File: src/rtl/uart_baud_gen.sv
// Baud-rate tick generator: programmable integer divisor with a fractional
// accumulator, plus an oversampling phase counter that produces sample,
// mid-bit and bit ticks as single-cycle enables for the UART datapaths.
module uart_baud_gen #(
  parameter int unsigned CNT_W       = 16,
  parameter int unsigned FRAC_W      = 4,
  parameter int unsigned OVERSAMPLE  = 16,
  parameter int unsigned DEFAULT_DIV = 3,
  localparam int unsigned PH_W       = $clog2(OVERSAMPLE),
  localparam int unsigned CW1        = CNT_W + 1
) (
  input  logic              clk,
  input  logic              async_nreset,
  input  logic              enable,
  input  logic              clear,
  input  logic [CNT_W-1:0]  div_int,
  input  logic [FRAC_W-1:0] div_frac,
  input  logic              div_load,
  output logic              sample_tick,
  output logic              mid_tick,
  output logic              bit_tick,
  output logic [PH_W-1:0]   phase
);

  // Counting state
  logic [CW1-1:0]    cnt_q, cnt_d;
  logic [PH_W-1:0]   phase_q, phase_d;
  logic [FRAC_W-1:0] acc_q, acc_d;
  logic              ext_q, ext_d;

  // Active and pending divisor
  logic [CNT_W-1:0]  div_q, div_d;
  logic [FRAC_W-1:0] frac_q, frac_d;
  logic [CNT_W-1:0]  pend_div_q, pend_div_d;
  logic [FRAC_W-1:0] pend_frac_q, pend_frac_d;
  logic              pend_q, pend_d;

  logic [CW1-1:0]    period_end;
  logic [FRAC_W:0]   acc_sum;
  logic              run;
  logic              tick;

  // Counter is one bit wider than the divisor so D = max with ext = 1 fits.
  assign period_end = {1'b0, div_q} + {{CNT_W{1'b0}}, ext_q};
  assign run        = enable & ~clear;
  assign tick       = run & (cnt_q == period_end);
  assign acc_sum    = {1'b0, acc_q} + {1'b0, frac_q};

  // Next-state for counter, phase and fractional accumulator
  always_comb begin
    cnt_d   = cnt_q;
    phase_d = phase_q;
    acc_d   = acc_q;
    ext_d   = ext_q;
    if (clear) begin
      cnt_d   = '0;
      phase_d = '0;
      acc_d   = '0;
      ext_d   = 1'b0;
    end else if (enable) begin
      if (tick) begin
        cnt_d   = '0;
        phase_d = phase_q + PH_W'(1);
        // Carry out of the accumulator stretches the following period by one.
        acc_d   = acc_sum[FRAC_W-1:0];
        ext_d   = acc_sum[FRAC_W];
      end else begin
        cnt_d   = cnt_q + CW1'(1);
      end
    end
  end

  // Next-state for active/pending divisor: changes land only at a period
  // boundary, while idle, or under clear, so cnt never overshoots while running.
  always_comb begin
    div_d       = div_q;
    frac_d      = frac_q;
    pend_div_d  = pend_div_q;
    pend_frac_d = pend_frac_q;
    pend_d      = pend_q;
    if (div_load && (!enable || clear || tick)) begin
      div_d  = div_int;
      frac_d = div_frac;
      pend_d = 1'b0;
    end else if (div_load) begin
      pend_div_d  = div_int;
      pend_frac_d = div_frac;
      pend_d      = 1'b1;
    end else if (pend_q && (clear || tick)) begin
      div_d  = pend_div_q;
      frac_d = pend_frac_q;
      pend_d = 1'b0;
    end
  end

  // State registers
  always_ff @(posedge clk or negedge async_nreset) begin
    if (!async_nreset) begin
      cnt_q       <= '0;
      phase_q     <= '0;
      acc_q       <= '0;
      ext_q       <= 1'b0;
      div_q       <= CNT_W'(DEFAULT_DIV);
      frac_q      <= '0;
      pend_div_q  <= '0;
      pend_frac_q <= '0;
      pend_q      <= 1'b0;
    end else begin
      cnt_q       <= cnt_d;
      phase_q     <= phase_d;
      acc_q       <= acc_d;
      ext_q       <= ext_d;
      div_q       <= div_d;
      frac_q      <= frac_d;
      pend_div_q  <= pend_div_d;
      pend_frac_q <= pend_frac_d;
      pend_q      <= pend_d;
    end
  end

  // Tick decodes straight from registered state, no added latency
  always_comb begin
    sample_tick = tick;
    mid_tick    = tick & (phase_q == PH_W'(OVERSAMPLE / 2 - 1));
    bit_tick    = tick & (phase_q == PH_W'(OVERSAMPLE - 1));
    phase       = phase_q;
  end

  a_mid_bit_exclusive : assert property (@(posedge clk) disable iff (!async_nreset)
    !(mid_tick && bit_tick));
  a_sub_ticks_on_sample : assert property (@(posedge clk) disable iff (!async_nreset)
    (mid_tick || bit_tick) |-> sample_tick);

endmodule

File: config.mk
export PLATFORM = sky130hd
export DESIGN_NAME = uart_baud_gen
export DESIGN_NICKNAME = d
export VERILOG_FILES = /design/src/rtl/uart_baud_gen.sv
export SDC_FILE = /design/constraint.sdc
export NUM_CORES = 1
export LEC_CHECK = 0
export CORE_ASPECT_RATIO = 0.5
export CORE_MARGIN = 10
export CORE_UTILIZATION = 59
export CTS_CLUSTER_SIZE = 16
export DETAILED_ROUTE_END_ITERATION = 10
export HOLD_SLACK_MARGIN = 0.03
export MAX_ROUTING_LAYER = met4
export PLACE_DENSITY = 0.8
export SETUP_SLACK_MARGIN = 0.02
export SLEW_MARGIN = 20
export SYNTH_ARGS = -nofsm -noshare
export SYNTH_HDL_FRONTEND = slang
export SYNTH_SLANG_ARGS = --single-unit
File: constraint.sdc
create_clock -name clk -period 4.16 [get_ports clk]
set_input_delay 1.248 -clock clk [delete_from_list [all_inputs] [get_ports clk]]
set_output_delay 1.248 -clock clk [all_outputs]
set_load 0.02 [all_outputs]
==> flow_summary.toml <==
[critical_path]
crit_path_end_kind = "output pin"
arrival_ns = 2.84
crit_slowest_cell = "dfstp_2"
crit_family = "simple AND/OR/NAND/NOR gates"
critPathRequiredTime_ns = 2.91
path_cells = "ha_4 -> buf_6 -> nand4_1 -> buf_4 -> nor3_4 -> nand2_1 -> o21a_1 -> nor4_4 -> nand4_1 -> nor3b_2 -> buf_4"
path_buf_inv = 3
crit_fanout = 4
crit_path_max_incr_delay_ns = 0.55
cp-start-kind = "register"
path_class = "reg -> out"

[global_route]
grt.total_usage_pct = 19.2
grt_max_degree = 63
grt-ovfl-total = 0
grt_pass1_wl_um = 17200
grt_antenna_before_repair = 0
grt_pass1_vias = 3310

[floorplanning]
core_area_mm2 = 0.00724
initial_utilization_pct = 60.1
rows = 22
die_height_um = 80.7
fp.dieArea_mm2 = 0.0114
chipWidth_um = 141
io_pins = 32

[synth]
avgSynthCellArea_um2 = 9.36
yosys-top-cells-area = "dfrtp_1, mux2_4, mux2i_1"
syn-cell-area_mm2 = 0.00435
ys_async_sr_fraction_pct = 100
synthFlopType = "dfrtp_1"
synthAdderAreaFrac_pct = 2.76
synth_edf_count = 0
yosys.area.top_type_share_pct = 37.4
synth_compound_area_share_pct = 13.5
synth-xor-area-share_pct = 5.43
synth.most_common_cell = "dfrtp_1"
synthSimpleGateAreaFrac_pct = 20.4
synth_mux_area_share_pct = 13.8
synth_top_family_by_area = "simple AND/OR/NAND/NOR gates"
synth_common_cells = "dfrtp_1, nand2_1, a21oi_1"
synth_cell_types = 50
synth_top_area_cell = "dfrtp_1"
ys_seq_area_share_pct = 38.6
synthCells = 465
ys_ff_latch = 67
syn_nets = 499
ys_warn_count = 0

[sta]
fmax_mhz = 244
rsz0062_at_grt = "yes"
setup_viol = 0
fin_worst_skew_ns = 0.00780
slew_violations = 0
setup_tns_ns = 0
relSlewSlack_pct = 46.3
hold_viol_final = 0
min_period_ns = 4.09
period_share_pct = 98.4
worst_pin_slew_ns = 0.803

[drt]
drc = 0
vias = 3604
drt-initial-drc-count = 457
ant_nets = 0
firstDrtPassIters = 8
wl_per_cell_um = 17.5
via_per_inst = 5.93
routed_wirelength_um = 10600

[placed_design]
routabilityCongestion = 0.903
port_buffers = 31
place_hpwl_um = 7260
dpl-instance-area_mm2 = 0.00487

[cts]
clock_sinks = 67
clk_path_buf_depth = 2
cts_root_buf = "clkbuf_16"
clk_latency_ns = 0.34
cts_tree = "built"
cts_hold_buffers = 0
cts_max_level = 3
cts_buffers = 9
clkSlewWorstSetupHoldPaths_ns = 0.05

[cells_and_area]
insertedDiodeCount = 0
final_layout_size_suffix_gt1_share_pct = 16.6
stdcell_area_mm2 = 0.00526
nets = 542
n_fill_cell = 516
syn2layout_area_growth_pct = 20.8

[power]
ir_worst_vdd_v = 0.000244
power_density_mw_per_mm2 = 391
cellLeakagePower_nw = 2.28

[hold_path]
min_path_type = "reg -> reg"

[run_status]
status = "finished, final reports clean"

[job]
cap_violations = 0
registers in the layout, summed over array words and instances (netlist names):
signal       flops
acc_q            4
cnt_q           17
div_q           16
ext_q            1
frac_q           4
pend_div_q      16
pend_frac_q      4
pend_q           1
phase            4
layout make-up:
type                            count  area (um2)  area share (%)
Multi-Input combinational cell    342        2530            48.2
Clock inverter                      3        40.0           0.761
Clock buffer                       12         236            4.49
Tap cell                           96         120            2.28
Sequential cell                    67        1680            31.9
Timing Repair Buffer               60         547            10.4
Inverter                           28         105            2.00
cell families after synthesis:
kind of cell,Yosys count
DFF,67
adders and majority gates,9
and+or+nand+nor,164
AOI/OAI and AO/OA,92
muxes,50
xor gates and xnor gates,27
buffers and inverters,56
metal layers:
metal | track usage [%] | up-vias | wire, um
met5 | - | - | 0
met1 | 26.5 | 1744 | 5150
met2 | 27.2 | 137 | 4570
li1 | - | 1714 | -
met3 | 5.94 | 9 | 825
met4 | 3.75 | 0 | 91
worst reg2reg max path, cell delays in order, from the launching register on:
cell and delay, ns:
dfstp_2 0.55, ha_4 0.16, buf_6 0.11, nand4_1 0.14, buf_4 0.20, nor3_4 0.14, nand2_1 0.07, o21a_1 0.21
nor4_4 0.38, buf_4 0.35, a21boi_4 0.11, nand2_2 0.53, mux2_4 0.37
metrics by stage:
step / cells / utilization (%) / power [W] / hold slack (ns) / worst slack (ns)
after detailed placement: 591 / 67.3 / 0.00131 / 0.463 / -0.146
after CTS: 606 / 71.2 / 0.00204 / 0.478 / -0.0217
after global placement: 591 / 67.3 / 0.00129 / 0.466 / -0.0840
after global routing: 608 / 72.7 / 0.00215 / 0.517 / -0.152
after floorplan: 465 / - / 0.00116 / 0.446 / 0.0643
final: 608 / 72.7 / 0.00205 / 0.495 / 0.0686
final timing paths:
kind,from,endpoint,slack (ns),cells after the start
worst max-delay path,div_q[0],mid_tick,0.07,11
min in group asynchronous,async_nreset,phase[3],0.74,1
worst min-delay path,div_q[0],div_q[0],0.50,2
worst min register to register,div_q[0],div_q[0],0.50,2
max in group asynchronous,async_nreset,div_q[1],2.81,2
worst max register to register,div_q[0],pend_div_q[15],0.73,12
where the power goes:
part | internal [W] | total, W | switching, W | leakage [nW]
registers | 0.000748 | 0.000863 | 0.000115 | 0.849
logic | 0.000238 | 0.000465 | 0.000227 | 1.30
clock network | 0.000459 | 0.000727 | 0.000269 | 0.136
total | 0.00144 | 0.00205 | 0.000611 | 2.28
placed cells by master (no fill, tap or decap), types with 2 or more instances in the layout:
master	netlist	routed
dfrtp_1	65	65
clkbuf_16	0	9
nor3_1	4	3
ha_4	0	2
and4_1	2	2
a21oi_1	33	32
clkinv_2	0	2
nor4_1	6	2
a211oi_1	21	21
nand3_1	17	16
o21ai_0	17	17
dfstp_2	2	2
ha_1	8	6
nand2_1	49	49
o22a_1	5	5
and3_1	9	8
or3_1	2	2
clkbuf_1	17	3
nor4_2	1	4
nand4_1	6	6
clkdlybuf4s50_1	0	27
a211o_1	2	2
inv_1	28	27
xnor2_1	20	20
a22o_1	2	2
mux2i_1	30	30
xor2_1	7	7
and2_1	21	21
nor2b_1	21	21
buf_6	2	5
buf_4	2	26
nand2b_1	5	5
or4_1	2	2
a21o_1	3	3
nor2_1	12	12
mux2_4	20	20
timing repair:
item | CTS | global route
setup endpoints to repair | 3 | 3
resized for setup | 16 | 21
pin swaps | 3 | 8
buffers inserted | 0 | 2
Note: power is estimated with default switching activity, not from simulation.
